`config.mk`:
```
export PLATFORM = sky130hd
export DESIGN_NAME = cnn_load_sequencer
export DESIGN_NICKNAME = d
export VERILOG_FILES = /design/src/rtl/cnn_ctrl_pkg.sv /design/src/rtl/chunk_packer.sv /design/src/rtl/cnn_load_sequencer.sv
export SDC_FILE = /design/constraint.sdc
export NUM_CORES = 1
export LEC_CHECK = 0
export CORE_UTILIZATION = 46
export DETAILED_ROUTE_END_ITERATION = 16
export PLACE_DENSITY = 0.8
export SETUP_SLACK_MARGIN = 0.5
export SKIP_LAST_GASP = 1
export SYNTH_ARGS = -nofsm -noshare
export SYNTH_HDL_FRONTEND = slang
export SYNTH_SLANG_ARGS = --single-unit
export TNS_END_PERCENT = 10
```
`constraint.sdc`:
```
create_clock -name clk -period 34.9 [get_ports clk]
set_clock_uncertainty 0.05 [all_clocks]
set_input_delay 6.98 -clock clk [delete_from_list [all_inputs] [get_ports clk]]
set_output_delay 6.98 -clock clk [all_outputs]
set_load 0.01 [all_outputs]
```
`src/rtl/cnn_ctrl_pkg.sv`:
```
// Shared constants and state encoding for the CNN load/run sequencer.
package cnn_ctrl_pkg;

  localparam int DATA_WIDTH   = 8;
  localparam int KERNEL_SIZE  = 4;
  localparam int CHUNK_LEN    = KERNEL_SIZE * KERNEL_SIZE;
  localparam int NUM_FEATURES = 3;
  localparam int BIAS_LEN     = NUM_FEATURES + 1;
  localparam int FC_CHUNKS    = 27;
  localparam int RUN_CYCLES   = 631;

  typedef enum logic [3:0] {
    IDLE,
    LD_FEAT,
    WR_FEAT,
    LD_BIAS,
    WR_BIAS,
    LD_FC,
    WR_FC,
    FIRE,
    RUN,
    DONE
  } state_t;

endpackage

```
`src/rtl/chunk_packer.sv`:
```
// Packs an incoming byte stream into a lane register; lane index advances per accepted byte.
module chunk_packer #(
  parameter int DATA_WIDTH = 8,
  parameter int LANES      = 16,
  localparam int LANE_W    = $clog2(LANES)
) (
  input  logic                              clk,
  input  logic                              rst,
  input  logic                              clear,
  input  logic                              en,
  input  logic [LANE_W-1:0]                 last_lane,
  input  logic [DATA_WIDTH-1:0]             data,
  output logic [LANES-1:0][DATA_WIDTH-1:0]  chunk_next,
  output logic                              last
);

  logic [LANES-1:0][DATA_WIDTH-1:0] chunk_q;
  logic [LANE_W-1:0]                byte_cnt;

  // chunk_next already includes this cycle's byte so the caller can latch a complete chunk
  always_comb begin
    // NOTE: default first so every path assigns chunk_next and no latch is inferred
    chunk_next = chunk_q;
    if (clear) begin
      chunk_next = '0;
    end else if (en) begin
      chunk_next[byte_cnt] = data;
    end
  end

  assign last = en && (byte_cnt == last_lane);

  // NOTE: the lane register is small enough to reset, which keeps outputs deterministic after reset
  always_ff @(posedge clk or posedge rst) begin
    if (rst) begin
      chunk_q  <= '0;
      byte_cnt <= '0;
    end else begin
      chunk_q <= chunk_next;
      if (clear || last) begin
        byte_cnt <= '0;
      end else if (en) begin
        byte_cnt <= byte_cnt + LANE_W'(1);
      end
    end
  end

endmodule

```
`src/rtl/cnn_load_sequencer.sv`:
```
// Loads feature, bias and FC weights from a byte stream into the CNN core, then runs one inference.
module cnn_load_sequencer
  import cnn_ctrl_pkg::*;
#(
  parameter int DATA_WIDTH   = cnn_ctrl_pkg::DATA_WIDTH,
  parameter int KERNEL_SIZE  = cnn_ctrl_pkg::KERNEL_SIZE,
  parameter int NUM_FEATURES = cnn_ctrl_pkg::NUM_FEATURES,
  parameter int FC_CHUNKS    = cnn_ctrl_pkg::FC_CHUNKS,
  parameter int RUN_CYCLES   = cnn_ctrl_pkg::RUN_CYCLES
) (
  input  logic                                                clk,
  input  logic                                                rst,
  input  logic                                                cfg_start,
  input  logic                                                run_start,
  input  logic                                                s_valid,
  input  logic [DATA_WIDTH-1:0]                               s_data,
  output logic                                                s_ready,
  output logic [KERNEL_SIZE*KERNEL_SIZE-1:0][DATA_WIDTH-1:0]  feature_weights_input,
  output logic [1:0]                                          feature_writeAddr,
  output logic                                                feature_WrEn,
  output logic [NUM_FEATURES:0][DATA_WIDTH-1:0]               bias_weights_input,
  output logic                                                bias_WrEn,
  output logic [KERNEL_SIZE*KERNEL_SIZE-1:0][DATA_WIDTH-1:0]  fullyconnected_weights_input,
  output logic [4:0]                                          fullyconnected_writeAddr,
  output logic                                                fullyconnected_WrEn,
  output logic                                                convolution_enable,
  input  logic [DATA_WIDTH-1:0]                               cnn_output,
  output logic [DATA_WIDTH-1:0]                               result,
  output logic                                                result_valid,
  output logic                                                busy,
  output logic                                                weights_loaded,
  output logic                                                err
);

  localparam int LANES  = KERNEL_SIZE * KERNEL_SIZE;
  localparam int BLEN   = NUM_FEATURES + 1;
  localparam int LANE_W = $clog2(LANES);
  localparam int RUN_W  = $clog2(RUN_CYCLES);

  localparam logic [LANE_W-1:0] CHUNK_LAST = LANE_W'(LANES - 1);
  localparam logic [LANE_W-1:0] BIAS_LAST  = LANE_W'(BLEN - 1);
  localparam logic [1:0]        FEAT_LAST  = 2'(NUM_FEATURES - 1);
  localparam logic [4:0]        FC_LAST    = 5'(FC_CHUNKS - 1);

  state_t                           state, state_next;
  logic                             accept;
  logic                             last;
  logic                             packer_clear;
  logic [LANE_W-1:0]                last_lane;
  logic [LANES-1:0][DATA_WIDTH-1:0] chunk_next;
  logic [RUN_W-1:0]                 run_cnt;

  assign accept = s_valid && s_ready;

  chunk_packer #(
    .DATA_WIDTH (DATA_WIDTH),
    .LANES      (LANES)
  ) u_packer (
    .clk        (clk),
    .rst        (rst),
    .clear      (packer_clear),
    .en         (accept),
    .last_lane  (last_lane),
    .data       (s_data),
    .chunk_next (chunk_next),
    .last       (last)
  );

  // NOTE: sequential state uses non-blocking assignments so every flop samples pre-edge values
  always_ff @(posedge clk or posedge rst) begin
    if (rst) begin
      state <= IDLE;
    end else begin
      state <= state_next;
    end
  end

  always_comb begin
    state_next = state;
    case (state)
      IDLE: begin
        if (cfg_start) begin
          state_next = LD_FEAT;
        end else if (run_start && weights_loaded) begin
          state_next = FIRE;
        end
      end
      LD_FEAT: if (last) state_next = WR_FEAT;
      WR_FEAT: state_next = (feature_writeAddr == FEAT_LAST) ? LD_BIAS : LD_FEAT;
      LD_BIAS: if (last) state_next = WR_BIAS;
      WR_BIAS: state_next = LD_FC;
      LD_FC:   if (last) state_next = WR_FC;
      WR_FC:   state_next = (fullyconnected_writeAddr == FC_LAST) ? FIRE : LD_FC;
      FIRE:    state_next = RUN;
      RUN:     if (run_cnt == '0) state_next = DONE;
      DONE:    state_next = IDLE;
      default: state_next = IDLE;
    endcase
  end

  // Strobes are pure state decodes; the lane register is cleared whenever no load is in progress
  always_comb begin
    s_ready             = 1'b0;
    busy                = 1'b1;
    feature_WrEn        = 1'b1;
    bias_WrEn           = 1'b1;
    fullyconnected_WrEn = 1'b1;
    convolution_enable  = 1'b1;
    result_valid        = 1'b0;
    case (state)
      IDLE:                 busy                = 1'b0;
      LD_FEAT, LD_BIAS,
      LD_FC:                s_ready             = 1'b1;
      WR_FEAT:              feature_WrEn        = 1'b0;
      WR_BIAS:              bias_WrEn           = 1'b0;
      WR_FC:                fullyconnected_WrEn = 1'b0;
      FIRE:                 convolution_enable  = 1'b0;
      DONE:                 result_valid        = 1'b1;
      default: ;
    endcase
    packer_clear = !s_ready;
    last_lane    = (state == LD_BIAS) ? BIAS_LAST : CHUNK_LAST;
  end

  // Chunk outputs latch on the last byte, so data is settled before and after the write strobe
  always_ff @(posedge clk or posedge rst) begin
    if (rst) begin
      feature_weights_input        <= '0;
      feature_writeAddr            <= '0;
      bias_weights_input           <= '0;
      fullyconnected_weights_input <= '0;
      fullyconnected_writeAddr     <= '0;
      run_cnt                      <= '0;
      result                       <= '0;
      weights_loaded               <= 1'b0;
      err                          <= 1'b0;
    end else begin
      err <= (state == IDLE) && run_start && !cfg_start && !weights_loaded;
      case (state)
        IDLE: begin
          if (cfg_start) begin
            feature_writeAddr        <= '0;
            fullyconnected_writeAddr <= '0;
            weights_loaded           <= 1'b0;
          end
        end
        LD_FEAT: if (last) feature_weights_input <= chunk_next;
        WR_FEAT: feature_writeAddr <= feature_writeAddr + 2'd1;
        LD_BIAS: if (last) bias_weights_input <= chunk_next[BLEN-1:0];
        LD_FC:   if (last) fullyconnected_weights_input <= chunk_next;
        WR_FC: begin
          fullyconnected_writeAddr <= fullyconnected_writeAddr + 5'd1;
          if (fullyconnected_writeAddr == FC_LAST) begin
            weights_loaded <= 1'b1;
          end
        end
        FIRE: run_cnt <= RUN_W'(RUN_CYCLES - 1);
        RUN: begin
          if (run_cnt == '0) begin
            result <= cnn_output;
          end else begin
            run_cnt <= run_cnt - RUN_W'(1);
          end
        end
        default: ;
      endcase
    end
  end

endmodule
```
* Word-level counts from Yosys, hierarchy flattened
Index checks and enable logic that the tools add are counted.
** Operators by class
- Add/sub/neg operators :: 4
- Magnitude comparators :: 2
- Equality and inequality tests :: 20
- Multiplexer cells :: 33
- Reduce and logical (&&, ||, !) cells :: 27
** Operators by type and width (number)
- two-way mux 128 bit :: 2
- bitwise mux 128 bit :: 1
- two-way mux 4 bit :: 9
- case mux 4 bit (9 select lines) :: 1
- demux 8 bit (select 4 bit) :: 1
- case mux 10 bit (2 select lines) :: 1
- equality test 4 x 3 -> 1 bit, second input constant :: 4
- AND reduction 2 bit :: 7
- logical NOT 10 bit :: 1
- two-way mux 10 bit :: 1
- case mux 5 bit (2 select lines) :: 1
- subtractor 10 x 1 -> 10 bit, second input constant :: 1
- two-way mux 1 bit :: 9
- equality test 4 x 2 -> 1 bit, second input constant :: 2
- equality test 4 bit, second input constant :: 2
- two-way mux 8 bit :: 1
- inequality test 2 bit, second input constant :: 4
- nonzero test 2 bit :: 4
- logical AND 1 bit :: 7
- two-way mux 2 bit :: 3
- inequality test 2 x 1 -> 1 bit, second input constant :: 3
- adder 5 x 1 -> 5 bit, second input constant :: 1
- equality test 5 bit, second input constant :: 1
- < comparator 4 x 5 -> 1 bit, second input constant :: 1
- other kinds (16) :: 18
** Storage, ports and cells
- Register bits :: 451
- Output and inout bits :: 312

* Logic depth before layout (Yosys ltp)
Gate-level depths: netlist (run 1).
- Word-level depth :: 7
- Gate-level depth with buffers :: 8
- Gate-level depth less buffers :: 6

* Hierarchy
Synthesis (run 1) repeated with hierarchy kept, for this count alone.
** Second synthesis, totals
- Cell total of the unflattened synthesis :: 1358
- Area, all modules :: 18152.4 sq um
** By module, submodules not included
- cnn_load_sequencer :: times used 1, cells an instance 768, area an instance 12279.3 sq um, seq. area each 7982.7 sq um
- chunk_packer :: times used 1, cells an instance 590, area an instance 5873.1 sq um, seq. area each 3303.2 sq um

* Worst setup path after synthesis (run 1)
OpenSTA, ideal clock, no wires.
- Kind :: input to register
- From :: input s_valid
- To :: register feature_weights_input[64] (netlist bit)
- Data arrival time :: 8.235 ns
- Setup slack :: 26.488 ns
- Stages :: 5
- Buffers on the path :: 1
- Cell sequence :: buf_2 -> and4b_1 -> nand3_1 -> mux2i_1 -> mux2_1
** RTL lines
- from (decl) :: line cnn_load_sequencer.sv:15 : input logic s_valid,
- to (signal assigned) :: line cnn_load_sequencer.sv:147 : LD_FEAT: if (last) feature_weights_input <= chunk_next;
- to (decl) :: line cnn_load_sequencer.sv:18 : output logic [KERNEL_SIZE*KERNEL_SIZE-1:0][DATA_WIDTH-1:0] feature_weights_input,

* Final worst setup path (run 1)
- From :: input s_valid
- To :: register fullyconnected_weights_input[43] (netlist bit)
** On the way
- Cells in the longest elaborated chain, start to end :: 3
- Elaborated cells between the ends (all ways) :: 5
- Those cells by class :: mux (2); reduce/logical (3)
** RTL lines
- logical AND 1 bit * :: line cnn_load_sequencer.sv:53 : assign accept = s_valid && s_ready;
- two-way mux 128 bit / logical AND 1 bit (equally long branches) :: line chunk_packer.sv:26, chunk_packer.sv:31
- two-way mux 128 bit / AND reduction 2 bit (equally long branches)
- to (signal assigned) :: line cnn_load_sequencer.sv:150 : LD_FC: if (last) fullyconnected_weights_input <= chunk_next;
- to (decl) :: line cnn_load_sequencer.sv:23 : output logic [KERNEL_SIZE*KERNEL_SIZE-1:0][DATA_WIDTH-1:0] fullyconnected_weights_input,
Mark *: on every way between the ends. The rest lies on a longest branch, timed or not.
A chain may end at the register's enable or synchronous reset.

==> impl_metrics.sql, run 1 <==
INSERT INTO impl_metrics (metric_group, metric, value, unit) VALUES
('outcome', 'run_status', 'complete, no violations', ''),
('cells_and_area', 'most_common_cell_after_layout_fill_and_taps_aside', 'sky130_fd_sc_hd__dfrtp_1', ''),
('clock_tree', 'clk_pin_slew_worst_paths', '0.06', 'ns'),
('floorplanning', 'die_height', '200.9', 'µm'),
('global_routing', 'grt_start_max_net_pins', '158', ''),
('cells_and_area', 'area_delta_synth_final', '29.12', '%'),
('critical_path', 'path_max_fanout', '68', ''),
('cells_and_area', 'final_design_area_no_fill', '23500', 'µm²'),
('clock_tree', 'cts-hold-fix-buffers', '0', ''),
('floorplanning', 'design.core.area', '38830', 'µm²'),
('sta', 'report.final.slew_viol_count', '0', ''),
('sta', 'final_period_minus_worst_setup_slack', '10.37', 'ns'),
('critical_path', 'setup.worst_path.start_class', 'primary input', ''),
('synthesis', 'synth.ff_latch_count', '451', ''),
('critical_path', 'worst-endpoint-arrival', '10.78', 'ns'),
('pwr', 'switching_power', '0.3894', 'mW'),
('synthesis', 'avgSynthCellArea', '13.99', 'µm²'),
('place', 'postPlaceCellArea', '21810', 'µm²'),
('critical_path', 'worstSetupPathType', 'primary input to flip-flop', ''),
('drt', 'drc', '0', ''),
('sta', 'post-route-period-util', '0.2971', ''),
('sta', 'maximum_operating_frequency', '96.44', 'MHz'),
('synthesis', 'ys_dominant_reg_cell', 'sky130_fd_sc_hd__dfrtp_1', ''),
('cells_and_area', 'diode_insertion_count_for_antenna_repair', '0', ''),
('critical_path', 'setup.worst_path.end_class', 'flip-flop', ''),
('pwr', 'portion_of_total_power_attributed_to_the_clock_network', '0.402', ''),
('clock_tree', 'ctsHtreeMaxLevel', '2', ''),
('sta', 'final-hold-violation-count', '0', ''),
('cells_and_area', 'drive_gt1_frac', '0.1690', ''),
('place', 'place_congestion', '0.8057', ''),
('run', 'max-cap-violations', '0', ''),
('pwr', 'power.static_leakage', '11.02', 'nW'),
('clock_tree', 'cts-root-to-sink-buffers', '3', ''),
('cells_and_area', 'nNetsFinal', '1633', ''),
('synthesis', 'syn_nets', '1331', ''),
('floorplanning', 'die_area', '40370', 'µm²'),
('sta', 'totalNegativeSetupSlack', '0', 'ns'),
('synthesis', 'synth-edff-count', '0', ''),
('cells_and_area', 'filler_cell_count', '2922', ''),
('drt', 'drt-total-wl', '49520', 'µm'),
('floorplanning', 'initial_core_util', '0.4688', ''),
('pwr', 'max-vdd-ir-drop', '37.16', 'µV'),
('drt', 'detail_route.wl_per_cell', '22.96', 'µm'),
('synthesis', 'synth.area.top_cells', 'sky130_fd_sc_hd__dfrtp_1 (62%), sky130_fd_sc_hd__mux2_2 (10%), sky130_fd_sc_hd__mux2_1 (8.1%), sky130_fd_sc_hd__o2111ai_1 (3.2%), sky130_fd_sc_hd__nand3_1 (2.5%)', ''),
('clock_tree', 'cts_setup_buffers', '0', ''),
('pwr', 'p_seq_frac', '0.433', ''),
('sta', 'timing_worst_slew_pin_value', '1.282', 'ns'),
('place', 'buffer_ports.inserted', '332', ''),
('synthesis', 'mappedNetlistArea', '18200', 'µm²'),
('drt', 'number_of_drc_markers_after_the_initial_detailed_route_iteration', '743', ''),
('drt', 'dr_total_vias', '12190', ''),
('worst_hold_path', 'hp-class', 'flip-flop to flip-flop', ''),
('floorplanning', 'placement_rows', '72', ''),
('pwr', 'design_power_total', '1.350', 'mW'),
('pwr', 'internal_power', '0.9605', 'mW'),
('floorplanning', 'boundaryPins', '333', ''),
('global_routing', 'wire_length_of_the_first_global_routing_pass', '77000', 'µm'),
('pwr', 'power_density', '57.43', 'nW/µm²'),
('global_routing', 'antenna_violations_before_repair', '1', ''),
('clock_tree', 'clock-root-buffer', 'sky130_fd_sc_hd__clkbuf_16', ''),
('cells_and_area', 'multiInputGateArea', '6354', 'µm²'),
('global_routing', 'grt_usage', '0.2471', ''),
('synthesis', 'synth_top_area_frac', '0.6200', ''),
('synthesis', 'synth.lib_cells_used.distinct', '60', ''),
('pwr', 'power.share.switching', '0.2885', ''),
('clock_tree', 'cts_tree', 'built', ''),
('floorplanning', 'die_x', '200.9', 'µm'),
('critical_path', 'critical_path_required', '35.31', 'ns'),
('sta', 'max-slew-margin-rel', '0.1455', ''),
('clock_tree', 'cts_resized', '0', ''),
('pwr', 'power.share.combinational', '0.166', '');
-- per-layer routing --
layer	share of wire	track usage	up-vias	wire length (µm)
met2	0.48	0.4006	430	24010
met1	0.41	0.3188	6266	20280
met5	0.00020	0	-	10
met4	0.029	0.08997	2	1416
li1	-	-	5398	-
met3	0.077	0.06607	92	3801
-- worst paths after layout --
| check | cells after the start | slack [ns] | end | from |
|---|---|---|---|---|
| max | 6 | 24.53 | fullyconnected_weights_input[43] | s_valid |
| min | 1 | 0.43 | feature_weights_input[5] | feature_weights_input[5] |
| max reg2reg | 6 | 30.91 | fullyconnected_weights_input[43] | state[0] |
| min reg2reg | 1 | 0.43 | feature_weights_input[5] | feature_weights_input[5] |
| max in group asynchronous | 4 | 25.32 | u_packer.chunk_q[44] | rst |
| min in group asynchronous | 2 | 6.94 | feature_weights_input[116] | rst |
-- sequential cells by signal, summed over array words and instances (netlist names) --
signal / cells
fullyconnected_writeAddr: 5
fullyconnected_weights_input: 128
err: 1
weights_loaded: 1
u_packer.chunk_q: 128
feature_writeAddr: 2
feature_weights_input: 128
u_packer.byte_cnt: 4
result: 8
bias_weights_input: 32
state: 4
run_cnt: 10
-- stage by stage --
| stage | hold slack (ns) | cells | utilization | setup WS [ns] |
|---|---|---|---|---|
| final | 0.4330 | 2157 | 0.6053 | 24.53 |
| after global routing | 0.4530 | 2157 | 0.6053 | 24.34 |
| after CTS | 0.4368 | 2156 | 0.6051 | 24.53 |
| after detailed placement | 0.4240 | 2071 | 0.5616 | 23.99 |
| after global placement | 0.4180 | 2071 | 0.5616 | 24.06 |
| after floorplan | 0.4433 | 1301 | - | 15.30 |
-- power groups by stage --
stage | Sequential (mW) | Combinational [mW] | Clock [mW]
3_5_place_dp | 0.593 | 0.221 | 0
4_1_cts | 0.584 | 0.223 | 0.551
2_1_floorplan | 0.586 | 0.137 | 0
5_1_grt | 0.590 | 0.240 | 0.571
3_3_place_gp | 0.591 | 0.215 | 0
6_report | 0.584 | 0.223 | 0.542
-- worst max-delay path, cell delays in order --
cell,delay (ns)
sky130_fd_sc_hd__clkdlybuf4s50_1,0.75
sky130_fd_sc_hd__nand4b_2,0.60
sky130_fd_sc_hd__nor3_4,0.33
sky130_fd_sc_hd__buf_4,0.74
sky130_fd_sc_hd__buf_4,0.84
sky130_fd_sc_hd__mux2_2,0.43
-- kinds of logic after synthesis --
family | after synthesis | share of synthesized area
fa+ha+maj | 9 | 0.006186
compound gates | 200 | 0.07306
simple gates | 183 | 0.05808
buf+inv | 112 | 0.03217
xor+xnor | 5 | 0.002406
flops | 451 | 0.6200
mux | 341 | 0.2081
-- cell type report --
class | instances | share of cell area
clock buffers | 66 | 0.05824
clock inverters | 19 | 0.01347
inverters | 17 | 0.003034
multi-input cells | 738 | 0.2703
flip-flops and latches | 451 | 0.4802
well taps | 518 | 0.02758
repair buffers | 348 | 0.1472
-- Yosys cell counts (2+ instances only) --
| cell type | number |
|---|---|
| sky130_fd_sc_hd__nor4_1 | 2 |
| sky130_fd_sc_hd__nand2b_1 | 5 |
| sky130_fd_sc_hd__or4_1 | 4 |
| sky130_fd_sc_hd__mux2_2 | 166 |
| sky130_fd_sc_hd__inv_1 | 15 |
| sky130_fd_sc_hd__nand3_1 | 90 |
| sky130_fd_sc_hd__o21ai_1 | 21 |
| sky130_fd_sc_hd__mux2i_1 | 43 |
| sky130_fd_sc_hd__a31o_2 | 5 |
| sky130_fd_sc_hd__xor2_1 | 3 |
| sky130_fd_sc_hd__ha_1 | 9 |
| sky130_fd_sc_hd__o21ai_0 | 75 |
| sky130_fd_sc_hd__nand4_1 | 2 |
| sky130_fd_sc_hd__nor2_1 | 11 |
| sky130_fd_sc_hd__buf_1 | 9 |
| sky130_fd_sc_hd__and3_1 | 2 |
| sky130_fd_sc_hd__mux2_1 | 131 |
| sky130_fd_sc_hd__dfrtp_1 | 451 |
| sky130_fd_sc_hd__clkbuf_1 | 44 |
| sky130_fd_sc_hd__a21oi_1 | 13 |
| sky130_fd_sc_hd__nand3b_1 | 3 |
| sky130_fd_sc_hd__xnor2_1 | 2 |
| sky130_fd_sc_hd__or3_1 | 3 |
| sky130_fd_sc_hd__buf_6 | 12 |
| sky130_fd_sc_hd__nor3_1 | 8 |
| sky130_fd_sc_hd__nor2b_1 | 4 |
| sky130_fd_sc_hd__buf_4 | 15 |
| sky130_fd_sc_hd__o2111ai_1 | 67 |
| sky130_fd_sc_hd__o31ai_1 | 7 |
| sky130_fd_sc_hd__nor3b_1 | 3 |
| sky130_fd_sc_hd__and2_1 | 2 |
| sky130_fd_sc_hd__nand4b_1 | 5 |
| sky130_fd_sc_hd__and4b_1 | 4 |
| sky130_fd_sc_hd__o21a_1 | 3 |
| sky130_fd_sc_hd__buf_2 | 15 |
| sky130_fd_sc_hd__clkinv_1 | 2 |
| sky130_fd_sc_hd__nand2_1 | 22 |
Power figures use the tool's default switching activity.
==> inputs of run 2 (changes only) <==
clock period = 10.5 ns   (was 34.9 ns; I/O delays follow)
==> run 2 against run 1 <==
Effect of this change: cell count fell by 0.19%; worst setup slack got worse by 20 ns; sequential share of layout area rose by 0.32 points; clock-buffer cell count rose by 6; routed wire length fell by 0.93%; core utilization fell by 0.40 points; critical path type is now flip-flop to primary output.
==> impl_metrics.sql, run 2 (synthesis gave the netlist of run 1 again) <==
INSERT INTO impl_metrics (metric_group, metric, value, unit) VALUES
('sta', 'final-hold-violation-count', '0', ''),
('clock_tree', 'cts_resized', '0', ''),
('critical_path', 'worstSetupPathType', 'flip-flop to primary output', ''),
('clock_tree', 'ctsHtreeMaxLevel', '2', ''),
('floorplanning', 'die_height', '200.9', 'µm'),
('critical_path', 'worst-r2r-setup-slack', '6.42', 'ns'),
('critical_path', 'critical_path_required', '8.35', 'ns'),
('global_routing', 'grt-ovfl-total', '0', ''),
('cells_and_area', 'drive_gt1_frac', '0.1682', ''),
('clock_tree', 'cts-root-to-sink-buffers', '3', ''),
('cells_and_area', 'diode_insertion_count_for_antenna_repair', '0', ''),
('sta', 'rsz0062_at_grt', 'false', ''),
('floorplanning', 'die_area', '40370', 'µm²'),
('floorplanning', 'design.core.area', '38830', 'µm²'),
('drt', 'number_of_drc_markers_after_the_initial_detailed_route_iteration', '726', ''),
('clock_tree', 'clkSinkCount', '451', ''),
('run', 'max-cap-violations', '0', ''),
('drt', 'drt-pass1-iter-count', '5', ''),
('sta', 'report.final.slew_viol_count', '0', ''),
('place', 'buffer_ports.inserted', '332', ''),
('sta', 'timing_worst_slew_pin_value', '1.253', 'ns'),
('floorplanning', 'placement_rows', '72', ''),
('drt', 'drt-total-wl', '49060', 'µm'),
('drt', 'vias_per_cell', '5.647', ''),
('global_routing', 'grt_usage', '0.2451', ''),
('floorplanning', 'initial_core_util', '0.4688', ''),
('sta', 'totalNegativeSetupSlack', '0', 'ns'),
('floorplanning', 'boundaryPins', '333', ''),
('place', 'postPlaceCellArea', '21830', 'µm²'),
('drt', 'dr_total_vias', '12160', ''),
('pwr', 'power_density', '184.6', 'nW/µm²'),
('drt', 'drc', '0', ''),
('clock_tree', 'clock_insertion_delay_worst_skew', '0.57', 'ns'),
('cells_and_area', 'most_common_cell_after_layout_fill_and_taps_aside', 'sky130_fd_sc_hd__dfrtp_1', ''),
('cells_and_area', 'biggestRegsByFlops', 'feature_weights_input: 128 flops, fullyconnected_weights_input: 128 flops, u_packer.chunk_q: 128 flops', ''),
('floorplanning', 'die_x', '200.9', 'µm'),
('global_routing', 'grt_start_max_net_pins', '138', ''),
('sta', 'maximum_operating_frequency', '169.7', 'MHz'),
('clock_tree', 'clk_pin_slew_worst_paths', '0.06', 'ns'),
('clock_tree', 'cts_tree', 'built', ''),
('pwr', 'power.static_leakage', '10.95', 'nW'),
('clock_tree', 'clock-root-buffer', 'sky130_fd_sc_hd__clkbuf_16', ''),
('critical_path', 'setup.worst_path.end_class', 'primary output', ''),
('cells_and_area', 'layout_common_cells', 'sky130_fd_sc_hd__dfrtp_1 (451), sky130_fd_sc_hd__clkdlybuf4s50_1 (332), sky130_fd_sc_hd__mux2_2 (166)', ''),
('worst_hold_path', 'hp-class', 'flip-flop to flip-flop', ''),
('sta', 'finalHoldWorstSlack', '0.4328', 'ns'),
('place', 'place_congestion', '0.8358', ''),
('sta', 'report.final.setup_viol', '0', ''),
('clock_tree', 'tritoncts.num_buffers', '47', ''),
('place', 'place.detailed.hpwl', '31760', 'µm'),
('sta', 'final_period_minus_worst_setup_slack', '5.893', 'ns'),
('outcome', 'run_status', 'complete, no violations', ''),
('drt', 'number_of_routed_nets_with_antenna_violations', '0', ''),
('clock_tree', 'cts_setup_buffers', '0', ''),
('pwr', 'max-vdd-ir-drop', '145.7', 'µV'),
('sta', 'max-slew-margin-rel', '0.1649', ''),
('clock_tree', 'cts-hold-fix-buffers', '0', ''),
('sta', 'post-route-period-util', '0.5612', ''),
('critical_path', 'setup.worst_path.start_class', 'flip-flop', ''),
('global_routing', 'wire_length_of_the_first_global_routing_pass', '76420', 'µm'),
('global_routing', 'vias_in_the_first_global_route', '12720', ''),
('cells_and_area', 'finish.cell_count_without_fillers', '2153', ''),
('critical_path', 'worst-endpoint-arrival', '3.74', 'ns'),
('cells_and_area', 'area_delta_synth_final', '28.26', '%'),
('drt', 'detail_route.wl_per_cell', '22.78', 'µm'),
('pwr', 'design_power_total', '4.309', 'mW'),
('cells_and_area', 'final_design_area_no_fill', '23350', 'µm²'),
('critical_path', 'path_max_fanout', '49', ''),
('cells_and_area', 'nNetsFinal', '1632', ''),
('global_routing', 'antenna_violations_before_repair', '1', ''),
('place', 'number_of_cells_after_detailed_placement', '2071', '');
[run 2: final cells by class]
cell class	count	area (µm²)
clock inverter	10	58.81
inverter	17	67.56
clock buffer	72	1460
sequential	451	11290
multi-input combinational	738	6354
timing repair buffer	347	3473
fill	2950	15480
tap	518	648.1
[run 2: per-layer routing]
layer	part of all wire	global-route usage
met1	0.41	0.3156
met2	0.48	0.3958
met3	0.085	0.07532
met5	0	0
met4	0.023	0.07797
[run 2: final timing paths]
path / from / endpoint / depth (start not counted)
max reg2reg: state[0] / fullyconnected_weights_input[52] / 5
min in group asynchronous: rst / fullyconnected_weights_input[107] / 2
max: state[0] / s_ready / 4
min reg2reg: feature_weights_input[2] / feature_weights_input[2] / 1
max in group asynchronous: rst / fullyconnected_weights_input[43] / 4
min: feature_weights_input[2] / feature_weights_input[2] / 1
[run 2: through the flow]
stage / setup WS [ns] / utilization
final: 4.607 / 0.6013
after global routing: 4.396 / 0.6013
after CTS: 4.647 / 0.6013
after detailed placement: 4.659 / 0.5622
after global placement: 4.790 / 0.5622
after floorplan: 2.251 / -
[run 2: power by group]
group,internal (mW),switching [mW],total (mW),leakage [nW]
registers,1.84,0.0995,1.94,6.23
clock network,0.952,0.676,1.63,0.755
logic,0.240,0.498,0.738,3.96
[run 2: critical path: stages, from the launching register on]
cell	delay [ns]
sky130_fd_sc_hd__dfrtp_1	0.74
sky130_fd_sc_hd__nor2b_4	1.03
sky130_fd_sc_hd__nand2_1	0.43
sky130_fd_sc_hd__clkinv_1	0.38
sky130_fd_sc_hd__clkdlybuf4s50_1	0.60
==> RTL edit: new RTL, settings of run 1 <==
Set the package constant `RUN_CYCLES` to 315 (it was 631).
--- a/src/rtl/cnn_ctrl_pkg.sv
+++ b/src/rtl/cnn_ctrl_pkg.sv
@@ -7,7 +7,7 @@
   localparam int NUM_FEATURES = 3;
   localparam int BIAS_LEN     = NUM_FEATURES + 1;
   localparam int FC_CHUNKS    = 27;
-  localparam int RUN_CYCLES   = 631;
+  localparam int RUN_CYCLES   = 315;
 
   typedef enum logic [3:0] {
     IDLE,
Behaviour: no difference found for any inputs over 4 cycles, from zero or initial values and one cycle with rst high; that may be too few to reach the edited logic, so the function may still have changed.
==> RTL edit against run 1 <==
- wire length is 2.0% lower
- cell count increased by 1.7%
- design area is 1.2% lower
- sequential cell count decreased by 1
- critical path depth decreased by 2
- count of clock-buffer cells in the layout is 3 lower
- clock power shrank 8.5%
- sequential power down 2%
- area after synthesis down 0.65%
- setup slack got worse by 45 ps
- register-to-register slack improved by 620 ps
- power decreased by 5.2%
==> RTL edit: results (changes against run 1) <==
<table>
<tr><th>Metric</th><th>Value</th></tr>
<tr><th colspan="2">Pwr</th></tr>
<tr><td>Maximum VDD drop</td><td>0.0379 mV (+2.1%)</td></tr>
<tr><td>Switch Pwr</td><td>0.000380 W (-2.4%)</td></tr>
<tr><td>Proportion of total power due to net switching</td><td>29.7% (+0.87 points)</td></tr>
<tr><td>Static leakage</td><td>10.9 nW (-1.0%)</td></tr>
<tr><td>Fraction of power consumed by sequential logic</td><td>44.8% (+1.5 points)</td></tr>
<tr><th colspan="2">Routing</th></tr>
<tr><td>Vias</td><td>12,200 (+0.49%)</td></tr>
<tr><td>WL per Instance</td><td>22.1 um (-3.7%)</td></tr>
<tr><th colspan="2">Placed design</th></tr>
<tr><td>HPWL after detailed placement</td><td>31.5 mm (-1.1%)</td></tr>
<tr><td>Setup slack after placement</td><td>24,590 ps (+602 ps)</td></tr>
<tr><td>Area post-placement</td><td>21,700 um^2 (-0.49%)</td></tr>
<tr><td>Post-Place Cells</td><td>2,113 (+2.0%)</td></tr>
<tr><th colspan="2">Setup path</th></tr>
<tr><td>Crit path largest cell delay</td><td>690 ps (-150 ps)</td></tr>
<tr><td>Crit path arrival time</td><td>3380 ps (-7400 ps)</td></tr>
<tr><th colspan="2">STA</th></tr>
<tr><td>Slew at the pin with the worst max-slew slack</td><td>1160 ps (-122 ps)</td></tr>
<tr><th colspan="2">Synth</th></tr>
<tr><td>Synth unique cells</td><td>61 (+1.7%)</td></tr>
<tr><td>Sequential cell area fraction in the yosys report</td><td>62.3% (+0.27 points)</td></tr>
<tr><td>Post-Synthesis Net Count</td><td>1,377 (+3.5%)</td></tr>
<tr><td>Mean instance size in the synthesized netlist</td><td>13.4 um^2 (-4.1%)</td></tr>
<tr><th colspan="2">Finish</th></tr>
<tr><td>Net total in the final layout</td><td>1,672 (+2.4%)</td></tr>
<tr><th colspan="2">Status</th></tr>
<tr><td>Status</td><td>complete, no violations</td></tr>
</table>
RTL edit: changes by cell type after synthesis, sizes merged, moves of 12 or more:
cell	before	now
inv	15	38
and3	2	21
mux2	297	251
buf	51	63
o21ai	96	120
a31oi	1	21
nand2	22	65
RTL edit: path summary, 6_finish.rpt:
| path | cells after the start | slack (ps) | endpoint | from |
|---|---|---|---|---|
| min reg2reg | 2 | 430 | feature_weights_input[7] | feature_weights_input[7] |
| min | 2 | 430 | feature_weights_input[7] | feature_weights_input[7] |
| max | 4 | 24490 | s_ready | state[1] |
| max reg2reg | 4 | 31530 | bias_weights_input[4] | state[0] |
| max in group asynchronous | 4 | 25470 | feature_weights_input[52] | rst |
| min in group asynchronous | 2 | 6900 | result[1] | rst |
RTL edit: per-layer routing:
layer,up-vias,global-route usage (%),part of all wire (%)
met5,-,0,0
met4,0,8.64,3.0
met3,85,5.79,6.9
met2,428,39.4,48
met1,6298,31.9,42
li1,5437,-,-
RTL edit: kinds of logic after synthesis:
logic type                 synth area share [%]
buffers and inverters                      3.53
adders and majority gates                 0.554
muxes                                      18.4
DFF                                        62.3
and+or+nand+nor                            7.09
xor gates and xnor gates                  0.291
AOI/OAI and AO/OA                          7.87
RTL edit: worst reg2reg max path, cell delays in order (launching register included):
cell	delay [ps]
sky130_fd_sc_hd__dfrtp_1	810
sky130_fd_sc_hd__and4b_1	720
sky130_fd_sc_hd__nand4_1	820
sky130_fd_sc_hd__buf_4	530
sky130_fd_sc_hd__mux2_2	320
RTL edit: layout make-up:
type,count,area [um^2],share of cell area [%]
multi-input combinational,761,6200,26.7
clock buffer,63,1330,5.71
tap,518,648,2.79
timing repair buffer,345,3430,14.8
inverter,39,154,0.663
sequential,450,11300,48.5
clock inverter,18,198,0.851
